--- src/rtl/trap_sel.sv ---
// Trap selector for the M stage: picks one interrupt or exception per cycle,
// reports its cause, and runs the WFI wait/flush state machine.
module trap_sel #(
    parameter int S_SUPPORTED = 1,
    parameter int CAUSE_W     = 5
) (
    input  logic               clk,
    input  logic               reset,
    input  logic               StallW,
    input  logic               InstrValidM,
    input  logic               IllegalInstrFaultM,
    input  logic               EcallFaultM,
    input  logic               BreakpointFaultM,
    input  logic               RetM,
    input  logic               wfiM,
    input  logic [1:0]         PrivilegeModeW,
    input  logic [11:0]        PendingIntsM,
    input  logic [11:0]        MIDELEG,
    input  logic               STATUS_MIE,
    input  logic               STATUS_SIE,
    output logic               TrapM,
    output logic               InterruptM,
    output logic [CAUSE_W-1:0] CauseM,
    output logic               WFIStallM,
    output logic               RetCommitM
);

    typedef enum logic [1:0] {RUN, WAIT, HOLD} state_t;

    state_t      state;
    logic [11:0] deleg;
    logic [11:0] en_ints;
    logic        m_en;
    logic        s_en;
    logic        int_any;
    logic [3:0]  int_code;
    logic        wfi_exit;

    // Fixed interrupt priority: 11, 3, 7, 9, 1, 5.
    function automatic logic [3:0] int_pick(input logic [11:0] ints);
        logic [3:0] code;
        code = 4'd0;
        if      (ints[11]) code = 4'd11;
        else if (ints[3])  code = 4'd3;
        else if (ints[7])  code = 4'd7;
        else if (ints[9])  code = 4'd9;
        else if (ints[1])  code = 4'd1;
        else if (ints[5])  code = 4'd5;
        return code;
    endfunction

    assign deleg   = (S_SUPPORTED != 0) ? MIDELEG : 12'h000;
    assign m_en    = (PrivilegeModeW != 2'b11) | STATUS_MIE;
    assign s_en    = (PrivilegeModeW == 2'b00) | ((PrivilegeModeW == 2'b01) & STATUS_SIE);
    // Only the six standard interrupt lines participate; the rest are masked off.
    assign en_ints = PendingIntsM & 12'hAAA &
                     ((~deleg & {12{m_en}}) | (deleg & {12{s_en}}));
    assign int_any  = |en_ints;
    assign int_code = int_pick(en_ints);

    always_comb begin
        TrapM      = 1'b0;
        InterruptM = 1'b0;
        CauseM     = '0;
        wfi_exit   = 1'b0;
        if (!reset && !StallW) begin
            case (state)
                RUN: begin
                    if (int_any) begin
                        TrapM      = 1'b1;
                        InterruptM = 1'b1;
                        CauseM     = CAUSE_W'(int_code);
                    end else if (InstrValidM && BreakpointFaultM) begin
                        TrapM  = 1'b1;
                        CauseM = CAUSE_W'(3);
                    end else if (InstrValidM && IllegalInstrFaultM) begin
                        TrapM  = 1'b1;
                        CauseM = CAUSE_W'(2);
                    end else if (InstrValidM && EcallFaultM) begin
                        TrapM  = 1'b1;
                        CauseM = CAUSE_W'(4'd8 + {2'b00, PrivilegeModeW});
                    end
                end
                WAIT: begin
                    // The decoder signals a WFI timeout through the illegal flag.
                    if (IllegalInstrFaultM) begin
                        TrapM  = 1'b1;
                        CauseM = CAUSE_W'(2);
                    end else if (int_any) begin
                        TrapM      = 1'b1;
                        InterruptM = 1'b1;
                        CauseM     = CAUSE_W'(int_code);
                    end else if (PendingIntsM != 12'h000) begin
                        wfi_exit = 1'b1;
                    end
                end
                default: ;
            endcase
        end
    end

    assign WFIStallM  = (state == WAIT) & ~TrapM & ~wfi_exit;
    assign RetCommitM = RetM & InstrValidM & ~TrapM & ~StallW & ~reset & (state != HOLD);

    always_ff @(posedge clk) begin
        if (reset) begin
            state <= RUN;
        end else if (!StallW) begin
            case (state)
                RUN: begin
                    if (TrapM)                   state <= HOLD;
                    else if (wfiM && InstrValidM) state <= WAIT;
                end
                WAIT: begin
                    if (TrapM)         state <= HOLD;
                    else if (wfi_exit) state <= RUN;
                end
                default: state <= RUN;
            endcase
        end
    end

endmodule

--- config.mk ---
export PLATFORM = sky130hd
export DESIGN_NAME = trap_sel
export DESIGN_NICKNAME = d
export VERILOG_FILES = /design/src/rtl/trap_sel.sv
export SDC_FILE = /design/constraint.sdc
export NUM_CORES = 1
export LEC_CHECK = 0
export CAP_MARGIN = 20
export CELL_PAD_IN_SITES_DETAIL_PLACEMENT = 1
export CELL_PAD_IN_SITES_GLOBAL_PLACEMENT = 1
export CORE_MARGIN = 2
export CORE_UTILIZATION = 19
export DETAILED_ROUTE_END_ITERATION = 7
export GPL_TIMING_DRIVEN = 1
export HOLD_SLACK_MARGIN = 0.1
export PLACE_DENSITY_LB_ADDON = 0.08
export SETUP_SLACK_MARGIN = 0.15
export SLEW_MARGIN = 5
export SYNTH_ARGS = -nofsm -noshare
export SYNTH_HDL_FRONTEND = slang
export SYNTH_SLANG_ARGS = --single-unit
--- constraint.sdc ---
create_clock -name clk -period 5.57 [get_ports clk]
set_input_delay 1.114 -clock clk [delete_from_list [all_inputs] [get_ports clk]]
set_output_delay 1.114 -clock clk [all_outputs]
set_load 0.005 [all_outputs]
After elaboration in Yosys (flattened, before gate mapping)
Cells that the tools add are included.
{ "totals": {"reg_bits": 2, "elab_cells": 74} }
{ "classes": {"addsub": 1, "eq_ne": 6, "n_mux": 35, "bitwise_logic": 19, "n_reduce_logical": 12} }
{ "ops": {"columns": ["op", "count"], "rows": [
  ["$and A12 B12 Y12", 3],
  ["$mux W5", 5],
  ["$mux W4", 6],
  ["$mux W1", 14],
  ["$not A12 Y12", 1],
  ["$or A12 B12 Y12", 1],
  ["$reduce_bool A12 Y1", 1],
  ["$reduce_or A12 Y1", 1],
  ["$pmux W5 S2", 1],
  ["$and A1 B1 Y1", 8],
  ["$mux W2", 4],
  ["$mux W3", 2],
  ["$ne A3 B3 Y1 const B", 2],
  ["$add A4 B2 Y5 const A", 1],
  ["$logic_and A1 B1 Y1", 5],
  ["$eq A2 B1 Y1 const B", 2],
  ["$logic_not A2 Y1", 2],
  ["$ne A2 B2 Y1 const B", 2],
  ["$not A1 Y1", 4],
  ["$pmux W1 S2", 2],
  ["$pmux W2 S2", 1],
  ["$reduce_and A3 Y1", 1],
  ["$logic_not A1 Y1", 2],
  ["$or A1 B1 Y1", 2]
]} }

Depth between registers and ports, before layout
{ "logic_depth": {"word_depth": 16, "depth_mapped": 5, "depth_no_buf": 5} }

Worst setup path before layout
No wires, ideal clock.
{ "synth_path": {"path_type": "input to output", "startpoint": "input STATUS_SIE", "endpoint": "output CauseM[0]", "arrival_time_ns": 2.520, "required_ns": 4.456, "path_slack_ns": 1.936, "stages": 5, "n_path_buf": 0, "path_cell_list": "and2b_2 -> a21boi_1 -> a222oi_1 -> a31oi_1 -> o21a_1"} }
{ "synth_between": {"elab_chain_cells": 15, "elab_cells_between_ends": 17, "classes_between": "mux (11); bitwise (5); reduce/logical (1)"} }
{ "synth_rtl": {"columns": ["item", "line", "rtl"], "rows": [
  ["from (decl)", "20", "input logic STATUS_SIE,"],
  ["$and A1 B1 Y1 *", "54", "assign s_en = (PrivilegeModeW == 2'b00) | ((PrivilegeModeW == 2'b01) & STATUS_SIE);"],
  ["$or A1 B1 Y1 *", "54", null],
  ["$and A12 B12 Y12 *", "57", "((~deleg & {12{m_en}}) | (deleg & {12{s_en}}));"],
  ["$or A12 B12 Y12 *", "57", null],
  ["$and A12 B12 Y12 *", "56", "assign en_ints = PendingIntsM & 12'hAAA &"],
  ["$mux W3", "48", "else if (ints[5]) code = 4'd5;"],
  ["$mux W3", "47", "else if (ints[1]) code = 4'd1;"],
  ["$mux W4", "46", "else if (ints[9]) code = 4'd9;"],
  ["$mux W4", "45", "else if (ints[7]) code = 4'd7;"],
  ["$mux W4", "44", "else if (ints[3]) code = 4'd3;"],
  ["$mux W4", "43", "if (ints[11]) code = 4'd11;"],
  ["$mux W4", "89", "end else if (int_any) begin"],
  ["$mux W4", "86", "if (IllegalInstrFaultM) begin"],
  ["$pmux W5 S2 *", "67", "case (state)"],
  ["$mux W5 *", "66", "if (!reset && !StallW) begin"],
  ["to (decl)", "23", "output logic [CAUSE_W-1:0] CauseM,"]
]} }
Every way passes the cells marked *; elsewhere a longest branch is shown, timed or not.

Worst setup path in the final report
{ "layout_path": {"startpoint": "input PrivilegeModeW[0]", "endpoint": "output RetCommitM"} }
{ "layout_between": {"elab_chain_cells": 16, "elab_cells_between_ends": 21, "classes_between": "eq/ne (2); mux (5); bitwise (12); reduce/logical (2)"} }
{ "layout_rtl": {"columns": ["item", "line", "rtl"], "rows": [
  ["from (decl)", "16", "input logic [1:0] PrivilegeModeW,"],
  ["$eq A2 B1 Y1", "54", null],
  ["$and A1 B1 Y1", "54", null],
  ["$or A1 B1 Y1", "54", null],
  ["$and A12 B12 Y12", "57", null],
  ["$or A12 B12 Y12 *", "57", null],
  ["$and A12 B12 Y12 *", "56", null],
  ["$reduce_or A12 Y1 *", "58", "assign int_any = |en_ints;"],
  ["$mux W1", "89", null],
  ["$mux W1", "86", null],
  ["$pmux W1 S2 *", "67", null],
  ["$mux W1 *", "66", null],
  ["$not A1 Y1 *", "103", "assign RetCommitM = RetM & InstrValidM & ~TrapM & ~StallW & ~reset & (state != HOLD);"],
  ["$and A1 B1 Y1 * (4 in series)", "103", null],
  ["to (decl)", "25", "output logic RetCommitM"]
]} }
Marked as above.

==> impl_metrics.env <==
export IMPL_finalClockSkew_ps=3.709
export IMPL_slew_limit_fails=0
export IMPL_worst_r2r_endpoint="state[0]$_SDFFE_PP0P_"
export IMPL_holdPathStages=2
export IMPL_hold_buffers=0
export IMPL_synth_flop_cell="sky130_fd_sc_hd__dfxtp_1"
export IMPL_finalWirelength_microns=1896
export IMPL_grt_overflow=0
export IMPL_coreArea_sq_um=2455
export IMPL_worstSetupPathType="primary input to primary output"
export IMPL_slew_headroom_pct=49.49
export IMPL_worst_hold_path_type="flip-flop to flip-flop"
export IMPL_synth_warnings=0
export IMPL_postCtsSetupBuffers=0
export IMPL_timing_worst_slew_pin_value_ps=757.6
export IMPL_groute_usage_overall_pct=14.50
export IMPL_finalCritPeriodShare_pct=86.43
export IMPL_cp_slowest_cell="sky130_fd_sc_hd__a222oi_1"
export IMPL_post_cts_resized=0
export IMPL_drive_above_1_share_pct=8.475
export IMPL_reg2regPathDepth=5
export IMPL_fin_ws_ps=755.9
export IMPL_tritoncts_num_buffers=3
export IMPL_htree_num_levels=1
export IMPL_reg2reg_slack_ps=4040
export IMPL_post_route_min_period_ps=4814
export IMPL_clkSinkCount=2
export IMPL_worstSetupStartpointType="primary input"
export IMPL_worst_r2r_startpoint="state[0]$_SDFFE_PP0P_"
export IMPL_detailedPlace_worstSlack_ps=784.1
export IMPL_count_of_antenna_violating_nets_left_after_detailed_routing=0
export IMPL_clk_latency_ps=220
export IMPL_routed_length_per_placed_instance_microns=12.81
export IMPL_longest_individual_stage_delay_on_the_worst_path_ps=710
export IMPL_vdd_ir_drop_worst_uv=62.90
export IMPL_cp_max_fo=6
export IMPL_finalHoldViolations=0
export IMPL_routed_via_count=736
export IMPL_mappedNetlistNets=113
export IMPL_drt_pass1_iterations=7
export IMPL_netlist_top_cell_by_area="sky130_fd_sc_hd__nand2_1"
export IMPL_synth_seq_cells=2
export IMPL_fin_worst_hold_slack_ps=537.9
export IMPL_drt_first_iter_violations=11
export IMPL_synthAdderAreaFrac_pct=0
export IMPL_unrepaired_setup_endpoints_after_global_routing="no"
export IMPL_die_area_sq_um=2975
export IMPL_number_of_antenna_repair_diodes=0
export IMPL_timing_hold_worst_endpoint="state[1]$_SDFFE_PP0P_"
export IMPL_wire_length_of_the_first_global_routing_pass_microns=3256
export IMPL_hold_path_startpoint="state[1]$_SDFFE_PP0P_"
export IMPL_grt_start_max_net_pins=9
export IMPL_cp_buffers_inverters=3
export IMPL_die_width_microns=54.55
export IMPL_cts_max_path_buffers=2
export IMPL_post_synth_and_or_nand_nor_area_fraction_pct=43.04
export IMPL_detailroute_wirelength_met2_microns=882
export IMPL_worst_ep_required_time_ps=4460
export IMPL_critical_path_arrival_ps=3700
export IMPL_synth_xor_xnor_area_share_pct=0
export IMPL_top_cells_by_area_synth="sky130_fd_sc_hd__nand2_1 11%, sky130_fd_sc_hd__dfxtp_1 8.2%, sky130_fd_sc_hd__o21ai_0 5.2%"
export IMPL_placementRows=18
export IMPL_area_added_between_synthesis_and_finish_pct=92.27
export IMPL_max_cap_viol_count=0
export IMPL_port_buffers=38
export IMPL_critical_path_cell_chain="clkdlybuf4s50_1 -> and2b_2 -> a21boi_1 -> a222oi_1 -> buf_4 -> nand4b_1 -> a21oi_1 -> clkdlybuf4s50_1"
export IMPL_synth_mux_area_fraction_pct=0
export IMPL_design_final_nets=157
export IMPL_timing_critical_path_max_delay_family="buffers and inverters"
export IMPL_biggestRegsByFlops="state: 2 flops"
export IMPL_place_gp_congestion=0.8186
export IMPL_outcome="complete, no violations"
export IMPL_cts_reportedPaths_clkPinSlew_ps=30
export IMPL_vias_in_the_first_global_route=749
export IMPL_vias_per_cell=4.973
export IMPL_clock_fmax_ghz=0.2077
export IMPL_setup_viol=0
export IMPL_post_route_m1_wl_microns=909
export IMPL_complex_gate_fraction_of_the_synthesized_area_pct=45.62
export IMPL_leakagePower_nw=0.3226
export IMPL_dominant_combinational_cell_family_by_area_after_synthesis="compound AO/OA/AOI/OAI gates"
export IMPL_num_io_pins=46
export IMPL_synth_edff_count=0
export IMPL_critical_path_endpoint_type="primary output"
export IMPL_wl_met3_microns=83
export IMPL_synth_async_reset_ratio_pct=0
export IMPL_netlist_cell_types=34
export IMPL_setup_tns_final_ps=0
export IMPL_netlist_instances=76
export IMPL_die_height_microns=54.55
export IMPL_yosys_area_top_type_share_pct=10.82
export IMPL_registers_top_by_ff_count="state"
export IMPL_highest_metal_layer_used_by_the_detailed_router="met4"
export IMPL_antenna_found_initial=0
export IMPL_cellPowerDensity_nw_per_um2=116.0
export IMPL_cts_tree="built"
export IMPL_seq_area_frac_synth_pct=8.247
export IMPL_largest_register_ff_count=2
export IMPL_layoutNonFillerInstCount=148
export IMPL_power_w=0.0001083
export IMPL_synth_cell_area_sq_um=485.5
export IMPL_placed_cells_incl_taps=145
export IMPL_cpMostUsedCell="sky130_fd_sc_hd__clkdlybuf4s50_1"
export IMPL_initial_utilization_pct=19.78
export IMPL_cts_root_buffer_cell="sky130_fd_sc_hd__clkbuf_4"
export IMPL_syn_mean_instance_area_sq_um=6.388
export IMPL_drcViolationCount=0
==> cell usage after synthesis (2+ instances only) <==
master and instances:
sky130_fd_sc_hd__a21boi_0 3, sky130_fd_sc_hd__nor2_1 5, sky130_fd_sc_hd__nor4_1 3, sky130_fd_sc_hd__nand2_1 14, sky130_fd_sc_hd__dfxtp_1 2, sky130_fd_sc_hd__and2b_2 2
sky130_fd_sc_hd__o22ai_1 2, sky130_fd_sc_hd__a31oi_1 3, sky130_fd_sc_hd__and2_1 2, sky130_fd_sc_hd__o21a_1 2, sky130_fd_sc_hd__o21ai_1 4, sky130_fd_sc_hd__nand4_1 2
sky130_fd_sc_hd__a21oi_1 3, sky130_fd_sc_hd__a21boi_1 3, sky130_fd_sc_hd__a222oi_1 2, sky130_fd_sc_hd__o21ai_0 5, sky130_fd_sc_hd__nand3_1 2
==> cell families (layout without fill, tap and decap cells) <==
family / Yosys count / count (layout)
buffers and inverters: 2 / 44
AO/OA/AOI/OAI: 32 / 32
flip-flops: 2 / 2
other: 1 / 1
AND/OR/NAND/NOR: 39 / 39
==> cells in the final DEF, fill, tap and decap left out, types with 3 or more instances in the layout <==
master and count:
sky130_fd_sc_hd__clkdlybuf4s50_1 38, sky130_fd_sc_hd__a21oi_1 3, sky130_fd_sc_hd__nor4_1 3, sky130_fd_sc_hd__o21ai_1 4, sky130_fd_sc_hd__a31oi_1 3, sky130_fd_sc_hd__nor2_1 5
sky130_fd_sc_hd__nand2_1 14, sky130_fd_sc_hd__a21boi_1 3, sky130_fd_sc_hd__clkbuf_4 3, sky130_fd_sc_hd__o21ai_0 5, sky130_fd_sc_hd__a21boi_0 3
==> worst register-to-register path, cell delays in order (launching register included) <==
cell and delay [ps]:
sky130_fd_sc_hd__dfxtp_1 450, sky130_fd_sc_hd__nand2b_1 160, sky130_fd_sc_hd__o21a_1 130, sky130_fd_sc_hd__o22ai_1 320
sky130_fd_sc_hd__nand3_2 140, sky130_fd_sc_hd__a221oi_2 250
==> through the flow <==
step / util, % / area (sq um)
2_1_floorplan: - / 485.5
3_3_place_gp: 37.11 / 910.9
3_5_place_dp: 37.11 / 910.9
4_1_cts: 38.02 / 933.4
5_1_grt: 38.02 / 933.4
6_report: 38.02 / 933.4
==> report_power, final <==
group          switching, W  total (W)  internal (W)
combinational     0.0000249  0.0000606     0.0000357
clock            0.00000767  0.0000314     0.0000237
sequential       0.00000117  0.0000164     0.0000152
==> routing by layer <==
layer  vias to the layer above  track usage [%]
met5                         -                0
met4                         0            2.500
met3                         2            1.639
met2                        23            24.50
met1                       329            19.90
li1                        382                -
==> layout make-up <==
type / instances / area [sq um]
tap: 30 / 37.54
inverter: 1 / 3.754
clock buffer: 3 / 22.52
multi-input combinational: 72 / 434.2
sequential: 2 / 40.04
timing repair buffer: 40 / 395.4
fill: 316 / 1521
==> worst max-delay path by stage <==
stage,start,to,slack [ps],cells after the start
floorplan,STATUS_SIE,CauseM[0],1940,5
global placement,PrivilegeModeW[0],RetCommitM,800,8
detailed placement,PrivilegeModeW[0],RetCommitM,780,8
CTS,PrivilegeModeW[0],RetCommitM,770,8
global route,PrivilegeModeW[0],RetCommitM,560,8
finish,PrivilegeModeW[0],RetCommitM,760,8
Power figures use the tool's default switching activity.
